--- config.mk ---
export PLATFORM = sky130hd
export DESIGN_NAME = nlfsr128_keystream_core_flat
export DESIGN_NICKNAME = d
export VERILOG_FILES = /design/src/rtl/nlfsr128_keystream_core_if.sv /design/src/rtl/nlfsr128_keystream_core.sv /design/src/flat_wrapper.sv
export SDC_FILE = /design/constraint.sdc
export NUM_CORES = 1
export LEC_CHECK = 0
export ABC_CLOCK_PERIOD_IN_PS = 9110
export BUFFER_PORTS_ARGS = -buffer_cell sky130_fd_sc_hd__buf_4
export CAP_MARGIN = 20
export CELL_PAD_IN_SITES_DETAIL_PLACEMENT = 0
export CELL_PAD_IN_SITES_GLOBAL_PLACEMENT = 1
export CORE_MARGIN = 2
export CORE_UTILIZATION = 39
export CTS_BUF_LIST = sky130_fd_sc_hd__clkbuf_8 sky130_fd_sc_hd__clkbuf_16
export DETAILED_ROUTE_END_ITERATION = 7
export GPL_TIMING_DRIVEN = 0
export PLACE_DENSITY = 0.85
export SLEW_MARGIN = 20
export SYNTH_ARGS = -nofsm -noshare
export SYNTH_HDL_FRONTEND = slang
export SYNTH_SLANG_ARGS = --single-unit
--- constraint.sdc ---
create_clock -name clk -period 9.11 [get_ports clk]
set_input_delay 1.822 -clock clk [delete_from_list [all_inputs] [get_ports clk]]
set_output_delay 1.822 -clock clk [all_outputs]
set_load 0.1 [all_outputs]
--- src/rtl/nlfsr128_keystream_core_if.sv ---
// nlfsr128_keystream_core_if: seed load, reseed request and 32-bit word handshake of the keystream core
interface nlfsr128_keystream_core_if;
  logic [63:0]  seed1;
  logic [63:0]  seed2;
  logic         reseed_req;
  logic         rnd_ready;
  logic         rnd_valid;
  logic [31:0]  rnd_data;
  logic [127:0] seedloop;
  logic         busy;
  logic         health_fail;
  modport master (output seed1, seed2, reseed_req, rnd_ready,
                  input  rnd_valid, rnd_data, seedloop, busy, health_fail);
  modport slave  (input  seed1, seed2, reseed_req, rnd_ready,
                  output rnd_valid, rnd_data, seedloop, busy, health_fail);
endinterface

--- src/rtl/nlfsr128_keystream_core.sv ---
// nlfsr128_keystream_core: 128-bit NLFSR keystream with warm-up, auto-reseed and valid/ready output.
// Define RNG_HEALTH_EN to add the repetition-count health test (sticky health_fail).
module nlfsr128_keystream_core #(
  parameter int WARMUP_CYCLES   = 128,
  parameter int RESEED_INTERVAL = 4096,
  parameter int REP_LIMIT       = 4
) (
  input logic clk,
  input logic rst,
  nlfsr128_keystream_core_if.slave bus
);
  localparam int WW = $clog2(WARMUP_CYCLES + 1);
  typedef enum logic [1:0] {IDLE, LOAD, WARMUP, RUN} state_t;
  state_t        state_q, state_d;
  logic [127:0]  s_q, seed;
  logic [WW-1:0] warm_q;
  logic [31:0]   wcnt_q, data_q, word;
  logic          valid_q, busy_q, gen, xfer, wrap, rep_trip;
  if (WARMUP_CYCLES < 1 || REP_LIMIT < 2) begin : g_bad_param
    $error("nlfsr128_keystream_core: WARMUP_CYCLES must be >=1 and REP_LIMIT >=2");
  end
  function automatic logic [127:0] step(input logic [127:0] s);
    return {s[126:0], s[127] ^ s[125] ^ s[100] ^ s[98] ^ s[0] ^ (s[60] & s[62]) ^ (s[31] & s[45])};
  endfunction
  assign word = s_q[127:96] ^ s_q[63:32];
  assign seed = {bus.seed1, bus.seed2};
  assign gen  = state_q == RUN && (!valid_q || bus.rnd_ready);
  assign xfer = state_q == RUN && valid_q && bus.rnd_ready;
  assign wrap = xfer && RESEED_INTERVAL != 0 && wcnt_q == 32'(RESEED_INTERVAL - 1);
  assign state_d = state_q == IDLE ? (bus.reseed_req ? LOAD : IDLE)
                 : state_q == LOAD ? WARMUP
                 : (bus.reseed_req || wrap || rep_trip) ? LOAD
                 : (state_q == WARMUP && warm_q == WW'(WARMUP_CYCLES - 1)) ? RUN
                 : state_q;
  always_ff @(posedge clk or posedge rst) begin
    if (rst) begin
      state_q <= IDLE;
      s_q     <= 128'h1;
      valid_q <= 1'b0;
      data_q  <= '0;
      busy_q  <= 1'b0;
      warm_q  <= '0;
      wcnt_q  <= '0;
    end else begin
      state_q <= state_d;
      busy_q  <= state_d == LOAD || state_d == WARMUP;
      if (state_q == LOAD) begin
        s_q     <= seed == '0 ? 128'h1 : seed;
        warm_q  <= '0;
        valid_q <= 1'b0;
        wcnt_q  <= '0;
      end
      if (state_q == WARMUP) begin
        s_q    <= step(s_q);
        warm_q <= warm_q + WW'(1);
      end
      // the word is taken from the pre-step state, then the register advances
      if (gen) begin
        data_q  <= word;
        s_q     <= step(s_q);
        valid_q <= 1'b1;
      end
      if (xfer) wcnt_q <= wrap ? '0 : wcnt_q + 32'd1;
    end
  end
`ifdef RNG_HEALTH_EN
  localparam int RW = $clog2(REP_LIMIT + 1);
  logic [RW-1:0] rep_q, rep_d;
  logic          hf_q;
  // rep_q == 0 marks a fresh run after LOAD, so the first word never matches stale data
  assign rep_d    = (rep_q != '0 && word == data_q) ? rep_q + RW'(1) : RW'(1);
  assign rep_trip = gen && rep_d == RW'(REP_LIMIT);
  always_ff @(posedge clk or posedge rst) begin
    if (rst) begin
      rep_q <= '0;
      hf_q  <= 1'b0;
    end else begin
      if (state_q == LOAD) rep_q <= '0;
      else if (gen) rep_q <= rep_d;
      if (rep_trip) hf_q <= 1'b1;
    end
  end
  assign bus.health_fail = hf_q;
`else
  assign rep_trip        = 1'b0;
  assign bus.health_fail = 1'b0;
`endif
  assign bus.rnd_valid = valid_q;
  assign bus.rnd_data  = data_q;
  assign bus.seedloop  = s_q;
  assign bus.busy      = busy_q;
endmodule
--- src/flat_wrapper.sv ---
// flat-port wrapper written by rule: the top's interface ports become plain ports
module nlfsr128_keystream_core_flat 
#(
  parameter int WARMUP_CYCLES   = 128,
  parameter int RESEED_INTERVAL = 4096,
  parameter int REP_LIMIT       = 4
)
  (clk, rst, bus_seed1, bus_seed2, bus_reseed_req, bus_rnd_ready, bus_rnd_valid, bus_rnd_data, bus_seedloop, bus_busy, bus_health_fail);
  nlfsr128_keystream_core_if bus_i ();
  input logic clk;
  input logic rst;
  input wire logic [$bits(bus_i.seed1)-1:0] bus_seed1;
  input wire logic [$bits(bus_i.seed2)-1:0] bus_seed2;
  input wire logic [$bits(bus_i.reseed_req)-1:0] bus_reseed_req;
  input wire logic [$bits(bus_i.rnd_ready)-1:0] bus_rnd_ready;
  output wire logic [$bits(bus_i.rnd_valid)-1:0] bus_rnd_valid;
  output wire logic [$bits(bus_i.rnd_data)-1:0] bus_rnd_data;
  output wire logic [$bits(bus_i.seedloop)-1:0] bus_seedloop;
  output wire logic [$bits(bus_i.busy)-1:0] bus_busy;
  output wire logic [$bits(bus_i.health_fail)-1:0] bus_health_fail;
  assign bus_i.seed1 = bus_seed1;
  assign bus_i.seed2 = bus_seed2;
  assign bus_i.reseed_req = bus_reseed_req;
  assign bus_i.rnd_ready = bus_rnd_ready;
  assign bus_rnd_valid = bus_i.rnd_valid;
  assign bus_rnd_data = bus_i.rnd_data;
  assign bus_seedloop = bus_i.seedloop;
  assign bus_busy = bus_i.busy;
  assign bus_health_fail = bus_i.health_fail;
  nlfsr128_keystream_core #(.WARMUP_CYCLES(WARMUP_CYCLES), .RESEED_INTERVAL(RESEED_INTERVAL), .REP_LIMIT(REP_LIMIT)) u_core (.clk(clk), .rst(rst), .bus(bus_i));
endmodule
==> flow_summary.ini, run 1 <==
[run_status]
outcome = finished clean

[clock_network]
postCtsSetupRepairBufs = 0
cts_resized = 0
cts_max_path_buffers = 3
cts_root_buf = clkbuf_16
cts_tree = built
numCtsBuffers = 24
h-tree-depth = 1
clkSinkCount = 204
clk_pin_slew_ns = 0.06
clkLatencyLatePin_ns = 0.52
postCtsHoldBufs = 0

[floorplan]
start_util_pct = 39.3
rows = 59
coreArea_um2 = 25800
die_y_um = 165
die-area_um2 = 27300
io-pin-count = 295
die_w_um = 165

[placed_design]
dpl.cell_count = 1661
dp.final_hpwl_um = 26500
dp_slack_ns = 4.63
gp_congestion = 0.867
numPortBuffers = 293

[synthesis]
ys_seq_elements = 204
postSynthCellCount = 1031
synth_edf_count = 0
syn_nets = 1169
syn_area_um2 = 10200
synth_cell_type_count = 53
synth_ff_type = dfrtp_1
avgSynthCellArea_um2 = 9.85
ys_seq_area_share_pct = 50.3
ys_warn_count = 0
async_flop_share_pct = 100

[global_route]
grt_pass1_vias = 9078
grt_max_degree = 78
grt_util_met1_pct = 32.2
overflow = 0
grt_antenna_before_repair = 3
top_usage_layer = met2
grtUsageTotal_pct = 25.1
gr-usage-met3_pct = 6.52
grt_use_met2_pct = 42.3
grt_pass1_wl_um = 52600

[routing]
drtPass1Iterations = 5
antenna_left = 0
dr.first_iter.drc_count = 688
routed_wirelength_um = 34800
via_count = 9256
drc = 0
viasPerCell = 5.43
wire_per_inst_um = 20.4

[layout]
fin_util_pct = 53.0
nFillCells = 2415
drive_above_1_share_pct = 27.2
syn_to_final_growth_pct = 34.9
fin_nets = 1490
fin_cells = 1706

[timing]
rsz0062_at_grt = false
setup_violations = 0
fmax_mhz = 254
hold_viol = 0
finClkSkew_ns = 0.0145
worst_slew_pin_slew_ns = 0.800
finalCriticalPeriod_ns = 3.93
slew_headroom_pct = 46.2
fin_crit_sh_pct = 43.1
layout_setup_ws_ns = 5.18
slew_violations = 0

[worst_setup_path]
cp.required_ns = 9.53
slowest_delay_ns = 0.54
critPathKind = primary input to flip-flop
critPathArrivalTime_ns = 4.35
critPathMaxFanout = 10
end_kind = flip-flop
critical_path.cell_chain = buf_4, o21ai_0, nor2b_1, buf_2, buf_2, buf_2, buf_2, nand2_1, o21ai_0
path_common_cell = buf_2
slowest_stage = o21ai_0
start_kind = primary input
rr_worst_depth = 9

[min_path]
holdPathStages = 2
holdCritPathClass = flip-flop to flip-flop

[run]
drv_cap = 0
-- cells in the mapped netlist (3+ instances only) --
master    count  area, um^2
nand2b_1      7        43.8
a41oi_1       3        26.3
inv_1         9        33.8
nand4_1      18         113
xor2_1        6        52.6
and2_1        4        25.0
a31oi_1      13        81.3
and4_1        6        52.6
a21oi_1      10        50.1
or4_1         3        22.5
buf_1         5        18.8
nor3_1        3        15.0
clkbuf_1     31         116
xnor2_1      37         324
nand2_1     195         732
ha_1          6        75.1
nor4_1       43         269
nor2b_1       3        18.8
dfrtp_1     203        5080
and3_1        9        56.3
nor2_1       11        41.3
o211ai_1      3        22.5
nand3_1      35         175
o21ai_0     179         896
buf_6         5        56.3
buf_2        18        90.1
mux2i_1     132        1320
a21o_1        4        30.0
-- routing by layer --
metal	vias up	wire length, um
met3	48	2770
met2	333	17000
li1	4320	-
met5	-	16
met1	4553	14100
met4	2	855
-- final cells by class --
type / count / area (um^2) / share of cell area, %
tap: 335 / 419 / 3.06
clock inverter: 12 / 135 / 0.986
multi-input combinational: 757 / 4720 / 34.4
antenna: 1 / 2.50 / 0.0183
buffer: 61 / 304 / 2.22
sequential: 204 / 5110 / 37.3
inverter: 9 / 41.3 / 0.301
timing repair buffer: 295 / 2250 / 16.5
clock buffer: 32 / 722 / 5.27
-- kinds of logic (layout without fill, tap and decap cells) --
group	count (synthesis)	after routing	synth area share, %
mux	132	132	13.0
other cells	1	2	0.0369
compound gates	230	230	12.7
xor+xnor	44	44	3.93
fa+ha+maj	6	6	0.739
flops	204	204	50.3
simple gates	344	344	16.0
buf+inv	70	409	3.33
-- path summary, 6_finish.rpt --
check / startpoint / end / slack (ns)
setup / recovery: bus_rnd_ready / u_core.bus.seedloop[51] / 5.18
hold / removal: u_core.bus.rnd_data[12] / u_core.bus.rnd_data[12] / 0.48
setup reg to reg: u_core.bus.rnd_valid / u_core.bus.seedloop[51] / 6.12
hold reg to reg: u_core.bus.rnd_data[12] / u_core.bus.rnd_data[12] / 0.48
max in group asynchronous: rst / u_core.bus.seedloop[25] / 6.69
min in group asynchronous: rst / u_core.bus.rnd_data[16] / 1.33
-- state kept, by name, summed over array words and instances, names as in the netlist --
| signal | cells |
|---|---|
| u_core.bus.busy | 1 |
| u_core.bus.rnd_data | 32 |
| u_core.bus.rnd_valid | 1 |
| u_core.bus.seedloop | 128 |
| u_core.state_q | 2 |
| u_core.warm_q | 8 |
| u_core.wcnt_q | 32 |
-- placed cells by master (no fill, tap or decap), drive strengths merged, types with 7 or more instances in the layout --
master  netlist  layout
buf          30     325
nor4         43      43
a31oi        14      14
nor2         11      11
nand2b        7       7
mux2i       132     132
a21oi        10      10
dfrtp       203     203
nand4        18      18
nand3        36      36
xnor2        37      37
inv           9      13
nand2       195     195
o21ai       179     179
and3          9       9
clkbuf       31      63
-- stage by stage --
step / instance area [um^2] / hold WS [ns] / setup TNS [ns]
after floorplan: 10200 / 0.454 / 0
after global placement: 12800 / 0.464 / -194.23
after detailed placement: 12800 / 0.471 / 0
after CTS: 13700 / 0.485 / 0
after global routing: 13700 / 0.504 / 0
final: 13700 / 0.478 / 0
-- critical path: cells and delay by family --
family	cells	cell delay, ns
AOI/OAI and AO/OA	2	0.62
buffers and inverters	5	1.38
and+or+nand+nor	2	0.52
Power of run 1 is left out: the tool's default activity adds up to more than one toggle a clock period on the data nets, which glitch-free logic cannot reach.
==> run 2, diff against run 1 <==
--- a/config.mk
+++ b/config.mk
@@ -5,17 +5,18 @@
 export SDC_FILE = /design/constraint.sdc
 export NUM_CORES = 1
 export LEC_CHECK = 0
-export ABC_CLOCK_PERIOD_IN_PS = 9110
+export ABC_AREA = 1
+export ABC_CLOCK_PERIOD_IN_PS = 3900
 export BUFFER_PORTS_ARGS = -buffer_cell sky130_fd_sc_hd__buf_4
 export CAP_MARGIN = 20
 export CELL_PAD_IN_SITES_DETAIL_PLACEMENT = 0
 export CELL_PAD_IN_SITES_GLOBAL_PLACEMENT = 1
 export CORE_MARGIN = 2
-export CORE_UTILIZATION = 39
+export CORE_UTILIZATION = 38
 export CTS_BUF_LIST = sky130_fd_sc_hd__clkbuf_8 sky130_fd_sc_hd__clkbuf_16
 export DETAILED_ROUTE_END_ITERATION = 7
 export GPL_TIMING_DRIVEN = 0
-export PLACE_DENSITY = 0.85
+export PLACE_DENSITY = 0.86
 export SLEW_MARGIN = 20
 export SYNTH_ARGS = -nofsm -noshare
 export SYNTH_HDL_FRONTEND = slang
==> constraint.sdc (replaced) <==
create_clock -name clk -period 3.9 [get_ports clk]
set_input_delay 0.78 -clock clk [delete_from_list [all_inputs] [get_ports clk]]
set_output_delay 0.78 -clock clk [all_outputs]
set_load 0.1 [all_outputs]
==> flow_summary.ini, run 2 <==
[timing]
worst_slew_pin_slew_ns = 0.654
finalCriticalPeriod_ns = 2.18
fin_crit_sh_pct = 56.0
slew_violations = 0
hold_ws_ns = 0.258
hold_viol = 0
finClkSkew_ns = 0.0114
rsz0062_at_grt = false
setup_violations = 0
fmax_mhz = 458
slew_headroom_pct = 56.4

[routing]
wire_per_inst_um = 17.6
dr.first_iter.drc_count = 835
antenna_left = 0
viasPerCell = 5.08
routed_wirelength_um = 36400
via_count = 10500
drtPass1Iterations = 5
drc = 0

[layout]
syn_to_final_growth_pct = 34.2
fin_nets = 1817
fin_util_pct = 52.1
antenna-diode-count = 0
nFillCells = 2630
largest_reg_flops = 128
mostFrequentLayoutCell = buf_4
layout_common_cells = buf_4 (303), a21oi_1 (290), nor2_1 (282)
drive_above_1_share_pct = 25.5

[clock_network]
clk_pin_slew_ns = 0.06
cts_tree = built
cts_resized = 0
clkLatencyLatePin_ns = 0.52
numCtsBuffers = 24
cts_root_buf = clkbuf_16
cts_max_path_buffers = 3
postCtsHoldBufs = 0
postCtsSetupRepairBufs = 0
clkSinkCount = 204
h-tree-depth = 1

[worst_setup_path]
r2r-start = u_core.state_q[0]
critPathArrivalTime_ns = 1.40
critical_path.cell_chain = buf_4
critPathKind = flip-flop to output port
path_buf_inv = 1
end_kind = output port
cp.required_ns = 3.12
start_kind = flip-flop
slowest_stage = dfstp_2
rr_worst_depth = 8
slowest_delay_ns = 0.57
critPathMaxFanout = 4
timing.rr.end = u_core.bus.seedloop[9]
crit_family = flip-flops
rrSetupSlack_ns = 1.79

[synthesis]
avgSynthCellArea_um2 = 7.78
synth_ff_type = dfrtp_1
synth_edf_count = 0
syn_area_um2 = 10500
synth_cell_type_count = 38
yosys.area.top_type = dfrtp_1
ys_seq_elements = 204
ys_warn_count = 0
async_flop_share_pct = 100
yosys-top-cells-count = a21oi_1 (290), nor2_1 (282), nand2_1 (261)
ys_seq_area_share_pct = 48.5
synth_top_area_share_pct = 48.3
syn_nets = 1491
yosysMostFrequentCell = a21oi_1
synth.area.top_cells = dfrtp_1 (48%), a21oi_1 (14%), nor2_1 (10%), nand2_1 (9.3%), xnor2_1 (3.0%)
postSynthCellCount = 1353

[global_route]
grtUsageTotal_pct = 24.7
grt_pass1_wl_um = 56400
overflow = 0
grt_max_degree = 33
grt_pass1_vias = 10200
grt_antenna_before_repair = 0

[run]
drv_cap = 0

[floorplan]
die-area_um2 = 29000
coreArea_um2 = 27100
io-pin-count = 295
start_util_pct = 38.8
die_w_um = 170
rows = 60
die_y_um = 170

[placed_design]
dp.final_hpwl_um = 27800
numPortBuffers = 293
gp_congestion = 0.889

[min_path]
holdCritPathClass = primary input to async pin

[run_status]
outcome = finished clean
-- run 2: cell count changes after synthesis, sizes merged, moves of 9 or more --
cell,change
clkbuf,-21
mux2i,-132
inv,+47
a31oi,-14
o22ai,+9
buf,+28
nand4,-10
nor4,-42
nor2,+280
nand2,+74
a21oi,+281
xor2,+12
o21ai,-152
nor3,+11
-- run 2: final cells by class --
class / count / area [um^2] / area share [%]
tap: 372 / 465 / 3.29
sequential: 204 / 5110 / 36.1
multi-input combinational: 1025 / 4860 / 34.4
inverter: 56 / 214 / 1.51
timing repair buffer: 300 / 2350 / 16.6
clock inverter: 11 / 48.8 / 0.345
clock buffer: 33 / 736 / 5.21
buffer: 68 / 353 / 2.50
-- run 2: worst max-delay path by stage --
stage | startpoint | end | slack [ns] | cells after the start
2_1_floorplan | rst | u_core.bus.busy | 0.48 | 1
3_3_place_gp | rst | u_core.bus.rnd_data[20] | -1.02 | 2
3_5_place_dp | bus_rnd_ready | u_core.bus.rnd_data[5] | 1.55 | 6
4_1_cts | u_core.bus.seedloop[0] | bus_seedloop[0] | 1.69 | 1
5_1_grt | u_core.state_q[0] | u_core.bus.seedloop[6] | 1.59 | 8
6_report | u_core.bus.seedloop[0] | bus_seedloop[0] | 1.72 | 1
-- run 2: metrics by stage --
step,setup TNS (ns),cells,cell area (um^2),setup WS [ns]
floorplan,0,1353,10500,0.477
global placement,-202.32,2018,13200,-1.02
detailed placement,0,2025,13300,1.55
CTS,0,2069,14100,1.69
global route,0,2069,14100,1.59
finish,0,2069,14100,1.72
-- run 2: kinds of logic after synthesis --
kind of cell / share of synthesized area, %
xor+xnor: 4.49
other cells: 0.0356
buf+inv: 5.35
fa+ha+maj: 0.713
simple gates: 24.7
flops: 48.5
compound gates: 16.2
-- run 2: metal layers --
| metal | global-route usage [%] | routed length, um |
|---|---|---|
| met5 | 0 | 0 |
| met4 | 7.54 | 1200 |
| met3 | 5.63 | 2590 |
| met2 | 40.5 | 17200 |
| met1 | 32.7 | 15500 |
Power of run 2 is left out for the same reason.
